==> src/rtl/sram_1rw1r_masked_clr.sv <==
// sram_1rw1r_masked_clr
//   Behavioural 1RW + 1R SRAM model for cache tag/data/valid arrays.
//   Port 0 reads or writes with per-lane write masking. Port 1 is read-only.
//   A clear sequencer writes INIT_VALUE to every entry after reset or on a
//   clr request. While the sweep runs (busy=1), all user accesses are ignored.
//   Both ports have a read latency of one cycle, and every output is registered.
//   A port 1 read that hits the address port 0 writes at the same edge returns
//   the merged (write-through) word.

module sram_1rw1r_masked_clr #(
    parameter int                    DATA_WIDTH  = 23,
    parameter int                    ADDR_WIDTH  = 4,
    parameter int                    WMASK_WIDTH = 1,
    parameter logic [DATA_WIDTH-1:0] INIT_VALUE  = '0
) (
    input  logic                   clk,
    input  logic                   rst,
    input  logic                   clr,
    output logic                   busy,
    input  logic                   csb0,
    input  logic                   web0,
    input  logic [WMASK_WIDTH-1:0] wmask0,
    input  logic [ADDR_WIDTH-1:0]  addr0,
    input  logic [DATA_WIDTH-1:0]  din0,
    output logic [DATA_WIDTH-1:0]  dout0,
    output logic                   rvalid0,
    input  logic                   csb1,
    input  logic [ADDR_WIDTH-1:0]  addr1,
    output logic [DATA_WIDTH-1:0]  dout1,
    output logic                   rvalid1
);

    localparam int DEPTH      = 1 << ADDR_WIDTH;
    localparam int LANE_WIDTH = DATA_WIDTH / WMASK_WIDTH;
    localparam logic [ADDR_WIDTH-1:0] LAST_IDX = {ADDR_WIDTH{1'b1}};

    typedef enum logic [0:0] {
        ST_CLEAR = 1'b0,
        ST_IDLE  = 1'b1
    } state_t;

    // Lane-wise merge: a lane comes from new_word where its mask bit is set.
    // Otherwise the lane comes from old_word.
    function automatic logic [DATA_WIDTH-1:0] lane_merge(
        input logic [DATA_WIDTH-1:0]  old_word,
        input logic [DATA_WIDTH-1:0]  new_word,
        input logic [WMASK_WIDTH-1:0] mask
    );
        logic [DATA_WIDTH-1:0] merged;
        merged = old_word;
        for (int i = 0; i < WMASK_WIDTH; i++) begin
            if (mask[i]) begin
                merged[i*LANE_WIDTH +: LANE_WIDTH] = new_word[i*LANE_WIDTH +: LANE_WIDTH];
            end else begin
                merged[i*LANE_WIDTH +: LANE_WIDTH] = old_word[i*LANE_WIDTH +: LANE_WIDTH];
            end
        end
        return merged;
    endfunction

    // Storage array. It has no reset; the clear sweep initialises it.
    logic [DATA_WIDTH-1:0] mem_q [DEPTH];

    state_t                state_q,   state_d;
    logic [ADDR_WIDTH-1:0] clr_idx_q, clr_idx_d;
    logic                  busy_q,    busy_d;
    logic [DATA_WIDTH-1:0] dout0_q,   dout0_d;
    logic [DATA_WIDTH-1:0] dout1_q,   dout1_d;
    logic                  rvalid0_q, rvalid0_d;
    logic                  rvalid1_q, rvalid1_d;

    // Write port of the array for this edge (either the sweep or user port 0).
    logic                  mem_we_d;
    logic [ADDR_WIDTH-1:0] mem_waddr_d;
    logic [DATA_WIDTH-1:0] mem_wdata_d;

    // Decoded port 0 access, plus the word that a port 0 write would store.
    logic                  p0_wr_s;
    logic                  p0_rd_s;
    logic                  p1_rd_s;
    logic [DATA_WIDTH-1:0] p0_old_s;
    logic [DATA_WIDTH-1:0] p0_merged_s;

    assign p0_wr_s     = ~csb0 & ~web0;
    assign p0_rd_s     = ~csb0 &  web0;
    assign p1_rd_s     = ~csb1;
    assign p0_old_s    = mem_q[addr0];
    assign p0_merged_s = lane_merge(p0_old_s, din0, wmask0);

    // Next-state logic: clear sweep sequencing, user accesses, and output data.
    always_comb begin
        state_d     = state_q;
        clr_idx_d   = clr_idx_q;
        busy_d      = busy_q;
        dout0_d     = dout0_q;
        dout1_d     = dout1_q;
        rvalid0_d   = 1'b0;
        rvalid1_d   = 1'b0;
        mem_we_d    = 1'b0;
        mem_waddr_d = clr_idx_q;
        mem_wdata_d = INIT_VALUE;

        case (state_q)
            ST_CLEAR: begin
                // Sweep one entry per edge. User ports and clr are ignored.
                mem_we_d    = 1'b1;
                mem_waddr_d = clr_idx_q;
                mem_wdata_d = INIT_VALUE;
                if (clr_idx_q == LAST_IDX) begin
                    state_d   = ST_IDLE;
                    busy_d    = 1'b0;
                    clr_idx_d = {ADDR_WIDTH{1'b0}};
                end else begin
                    clr_idx_d = clr_idx_q + {{(ADDR_WIDTH-1){1'b0}}, 1'b1};
                end
            end

            ST_IDLE: begin
                // Port 0: masked write, or a read of the contents before the edge.
                if (p0_wr_s) begin
                    mem_we_d    = 1'b1;
                    mem_waddr_d = addr0;
                    mem_wdata_d = p0_merged_s;
                end else if (p0_rd_s) begin
                    dout0_d   = p0_old_s;
                    rvalid0_d = 1'b1;
                end else begin
                    dout0_d   = dout0_q;
                end

                // Port 1: a read that collides with a port 0 write sees the merged word.
                if (p1_rd_s) begin
                    if (p0_wr_s && (addr1 == addr0)) begin
                        dout1_d = p0_merged_s;
                    end else begin
                        dout1_d = mem_q[addr1];
                    end
                    rvalid1_d = 1'b1;
                end else begin
                    dout1_d = dout1_q;
                end

                // A clear request lets this edge's accesses finish; the sweep starts next edge.
                if (clr) begin
                    state_d   = ST_CLEAR;
                    busy_d    = 1'b1;
                    clr_idx_d = {ADDR_WIDTH{1'b0}};
                end else begin
                    state_d   = ST_IDLE;
                end
            end

            default: begin
                state_d   = ST_CLEAR;
                busy_d    = 1'b1;
                clr_idx_d = {ADDR_WIDTH{1'b0}};
            end
        endcase
    end

    // Control and output registers, with synchronous reset into a fresh sweep.
    always_ff @(posedge clk) begin
        if (rst) begin
            state_q   <= ST_CLEAR;
            clr_idx_q <= {ADDR_WIDTH{1'b0}};
            busy_q    <= 1'b1;
            dout0_q   <= {DATA_WIDTH{1'b0}};
            dout1_q   <= {DATA_WIDTH{1'b0}};
            rvalid0_q <= 1'b0;
            rvalid1_q <= 1'b0;
        end else begin
            state_q   <= state_d;
            clr_idx_q <= clr_idx_d;
            busy_q    <= busy_d;
            dout0_q   <= dout0_d;
            dout1_q   <= dout1_d;
            rvalid0_q <= rvalid0_d;
            rvalid1_q <= rvalid1_d;
        end
    end

    // Array write. Nothing is written on a reset edge.
    always_ff @(posedge clk) begin
        if (!rst && mem_we_d) begin
            mem_q[mem_waddr_d] <= mem_wdata_d;
        end
    end

    assign busy    = busy_q;
    assign dout0   = dout0_q;
    assign dout1   = dout1_q;
    assign rvalid0 = rvalid0_q;
    assign rvalid1 = rvalid1_q;

endmodule

==> config.mk <==
export PLATFORM = sky130hd
export DESIGN_NAME = sram_1rw1r_masked_clr
export DESIGN_NICKNAME = d
export VERILOG_FILES = /design/src/rtl/sram_1rw1r_masked_clr.sv
export SDC_FILE = /design/constraint.sdc
export NUM_CORES = 1
export LEC_CHECK = 0
export CORE_ASPECT_RATIO = 1.75
export CORE_MARGIN = 4
export CORE_UTILIZATION = 46
export CTS_CLUSTER_SIZE = 40
export DETAILED_ROUTE_END_ITERATION = 8
export DONT_BUFFER_PORTS = 1
export GPL_TIMING_DRIVEN = 0
export PLACE_DENSITY = 0.57
export SETUP_SLACK_MARGIN = 0.5
export SYNTH_ARGS = -nofsm -noshare
export SYNTH_HDL_FRONTEND = slang
export SYNTH_SLANG_ARGS = --single-unit
==> constraint.sdc <==
create_clock -name clk -period 4.76 [get_ports clk]
set_clock_uncertainty 0.2 [all_clocks]
set_input_delay 0.952 -clock clk [delete_from_list [all_inputs] [get_ports clk]]
set_output_delay 0.952 -clock clk [all_outputs]
set_load 0.02 [all_outputs]
==> impl_metrics.prom <==
# TYPE chip_impl_metric gauge
chip_impl_info{name="ctsRootBufferMaster",value="clkbuf_16"} 1
chip_impl_metric{name="yosys_warnings",unit=""} 0
chip_impl_metric{name="vdd_ir_drop_max",unit="mV"} 0.247
chip_impl_info{name="synth_largest_area_cell",value="edfxtp_1"} 1
chip_impl_metric{name="syn-instance-count",unit=""} 1294
chip_impl_metric{name="flip_flop_and_latch_count_after_synthesis",unit=""} 422
chip_impl_metric{name="synth.yosys.seq_area_share",unit="%"} 61.3
chip_impl_metric{name="fp-row-count",unit=""} 100
chip_impl_info{name="crit_path_cell_trace",value="buf_2 -> clkbuf_1 -> mux4_2 -> mux2i_1 -> o22ai_1 -> o21ai_0 -> inv_1"} 1
chip_impl_metric{name="power.density_cell_area",unit="nW/um2"} 350
chip_impl_metric{name="detailroute.via_count",unit=""} 13000
chip_impl_metric{name="post_drt_wl_per_cell",unit="um"} 36.1
chip_impl_metric{name="cts_setup_buffers",unit=""} 0
chip_impl_info{name="ys_top_cells_by_area",value="edfxtp_1, mux4_2, mux2i_1"} 1
chip_impl_info{name="final_cell_mix",value="edfxtp_1, mux4_2, mux2i_1"} 1
chip_impl_metric{name="cts_num_sinks",unit=""} 422
chip_impl_metric{name="post-route-min-period",unit="ns"} 3.98
chip_impl_metric{name="timing_worst_slew_pin_value",unit="ns"} 1.45
chip_impl_metric{name="cp_slowest_stage_delay",unit="ns"} 0.80
chip_impl_metric{name="cts_hold_buf",unit=""} 0
chip_impl_metric{name="clock_path_buffers",unit=""} 3
chip_impl_metric{name="routed_via_density",unit=""} 6.71
chip_impl_info{name="cts_tree",value="done"} 1
chip_impl_metric{name="cts_resized",unit=""} 0
chip_impl_info{name="min-delay-path-class",value="in2reg"} 1
chip_impl_metric{name="antenna_violations_before_repair",unit=""} 0
chip_impl_metric{name="synth.avg_cell_area",unit="um2"} 15.3
chip_impl_metric{name="drt_wl_total",unit="um"} 70200
chip_impl_info{name="mostFrequentLayoutCell",value="edfxtp_1"} 1
chip_impl_info{name="worstSetupPathType",value="in2reg"} 1
chip_impl_metric{name="setup_viol_count_final",unit=""} 0
chip_impl_metric{name="fp.coreArea",unit="um2"} 42500
chip_impl_metric{name="detail_route.drc_violations",unit=""} 0
chip_impl_metric{name="drtPass1Iterations",unit=""} 5
chip_impl_metric{name="drtIter0Drc",unit=""} 1342
chip_impl_metric{name="grt_usage",unit="%"} 30.2
chip_impl_metric{name="total_power",unit="mW"} 7.79
chip_impl_metric{name="clk_transition_reported_paths",unit="ns"} 0.06
chip_impl_metric{name="grt_remaining_overflow",unit=""} 0
chip_impl_metric{name="io-pin-count",unit=""} 87
chip_impl_metric{name="worst_hold_slack",unit="ns"} 0.311
chip_impl_metric{name="final_max_slew_viol_count",unit=""} 0
chip_impl_metric{name="floorplan.die.width",unit="um"} 165
chip_impl_info{name="worst_path_slowest_cell",value="clkbuf_1"} 1
chip_impl_metric{name="synth_top_area_share",unit="%"} 55.8
chip_impl_metric{name="unique_masters_post_synth",unit=""} 46
chip_impl_metric{name="syn_area",unit="um2"} 19800
chip_impl_metric{name="finalCritPeriodShare",unit="%"} 83.6
chip_impl_info{name="rsz0062_at_grt",value="false"} 1
chip_impl_metric{name="first_global_vias",unit=""} 13500
chip_impl_metric{name="cp_data_arrival_time",unit="ns"} 3.96
chip_impl_metric{name="worstPathMaxFanout",unit=""} 16
chip_impl_metric{name="grt_start_max_net_pins",unit=""} 19
chip_impl_metric{name="die_area",unit="um2"} 46500
chip_impl_metric{name="final_net_count",unit=""} 1391
chip_impl_metric{name="setup_total_negative_slack",unit="ns"} 0
chip_impl_metric{name="nFillCells",unit=""} 3608
chip_impl_metric{name="max_slew_margin",unit="%"} 3.15
chip_impl_info{name="critical_path.endpoint_type",value="register"} 1
chip_impl_metric{name="report.final.hold_viol_count",unit=""} 0
chip_impl_metric{name="drt.antenna.violating_nets",unit=""} 0
chip_impl_info{name="run_status",value="completed"} 1
chip_impl_metric{name="power.leakage",unit="nW"} 7.20
chip_impl_metric{name="place_congestion",unit=""} 0.893
chip_impl_info{name="setup.worst_path.start_class",value="input port"} 1
chip_impl_metric{name="synthToLayoutAreaGrowth",unit="%"} 12.5
chip_impl_metric{name="start_util",unit="%"} 46.5
chip_impl_metric{name="place.port_buffers",unit=""} 0
chip_impl_metric{name="floorplan.die.height",unit="um"} 282
chip_impl_metric{name="global_route_wire_length_before_repair",unit="um"} 97200
chip_impl_metric{name="drive_above_1_share",unit="%"} 22.1
chip_impl_metric{name="tritoncts.num_buffers",unit=""} 40
chip_impl_metric{name="number_of_antenna_repair_diodes",unit=""} 0
chip_impl_metric{name="final_core_util",unit="%"} 52.3
chip_impl_metric{name="clkLatencyLatePin",unit="ns"} 0.56
chip_impl_metric{name="max_cap_viol_count",unit=""} 0
chip_impl_metric{name="critPathRequiredTime",unit="ns"} 4.74
chip_impl_metric{name="postSynthNetCount",unit=""} 1333
chip_impl_metric{name="max_freq",unit="MHz"} 251
chip_impl_metric{name="dp_hpwl",unit="um"} 49400
chip_impl_metric{name="h-tree-depth",unit=""} 2
==> flip-flops by register name (all words and copies together), names as in the netlist <==
| signal | flops |
|---|---|
| dout1 | 23 |
| clr_idx_q | 4 |
| state_q | 1 |
| dout0 | 23 |
| rvalid0 | 1 |
| rvalid1 | 1 |
| busy | 1 |
| mem_q | 368 |
==> area by class of cell <==
class | count | area, um2 | area share (%)
repair buffers | 16 | 403 | 1.81
inverters | 45 | 169 | 0.759
well taps | 561 | 702 | 3.15
plain buffers | 103 | 483 | 2.17
multi-input cells | 724 | 7130 | 32.0
flip-flops and latches | 422 | 12100 | 54.5
clock inverters | 20 | 156 | 0.702
clock buffers | 53 | 1090 | 4.90
==> metrics by stage <==
| step | std cells | worst slack (ns) | area [um2] |
|---|---|---|---|
| after global placement | 1855 | -0.927 | 20500 |
| after global routing | 1944 | 0.865 | 22300 |
| after detailed placement | 1871 | 0.336 | 21000 |
| after floorplan | 1294 | 1.20 | 19800 |
| final | 1944 | 0.781 | 22300 |
| after CTS | 1944 | 0.914 | 22300 |
==> power by group <==
part	internal [mW]	leakage (nW)	switching, mW
registers	4.01	3.54	0.0181
logic	0.200	3.05	0.406
clock network	1.73	0.614	1.43
==> critical path: cells and delay by family <==
kind                   cells  cell delay, ns
muxes                      2            0.64
buffers and inverters      3            1.45
AOI/OAI and AO/OA          2            0.91
==> worst paths after layout <==
check / to / depth (start not counted) / from / slack (ns)
min: rvalid1 / 1 / rst / 0.31
max: mem_q[12][22] / 7 / addr0[1] / 0.78
min reg2reg: dout1[13] / 2 / dout1[13] / 0.42
max reg2reg: mem_q[15][12] / 6 / state_q / 1.13
==> cell usage after synthesis, drive strengths merged <==
master    n
and3      3
a21oi    20
and2      1
o211ai    8
nor3b     4
edfxtp  368
a211o     2
nor3      6
xnor2     1
mux2i   114
nor2b     5
or4       1
o21ai    99
nor4bb    1
nand2b   11
o22a      1
o221ai    7
dfxtp    54
nand3b   15
and3b     1
ha        1
and4      1
or2       1
mux2     46
nor2    107
buf      41
o22ai    47
a221oi   47
nand2     9
o21a      9
a22oi     5
mux4    117
clkbuf   62
inv      45
a221o    15
nand3     5
xor2      5
a31oi     8
or3b      1
==> per-layer routing <==
layer  wire, um  vias up  GRT usage [%]
met5          0        -              0
met4       5750        0           20.7
met3       5440      251           5.26
met2      36300      787           52.9
met1      22600     6669           32.9
li1           -     5333              -
==> cell families after synthesis <==
group           after synthesis  share of synthesized area (%)
flops                       422                           61.3
compound gates              268                           9.25
mux                         277                           21.7
simple gates                172                           4.15
fa+ha+maj                     1                         0.0632
buf+inv                     148                           3.29
xor+xnor                      6                          0.265
No activity file was read; power rests on OpenSTA's default activity.
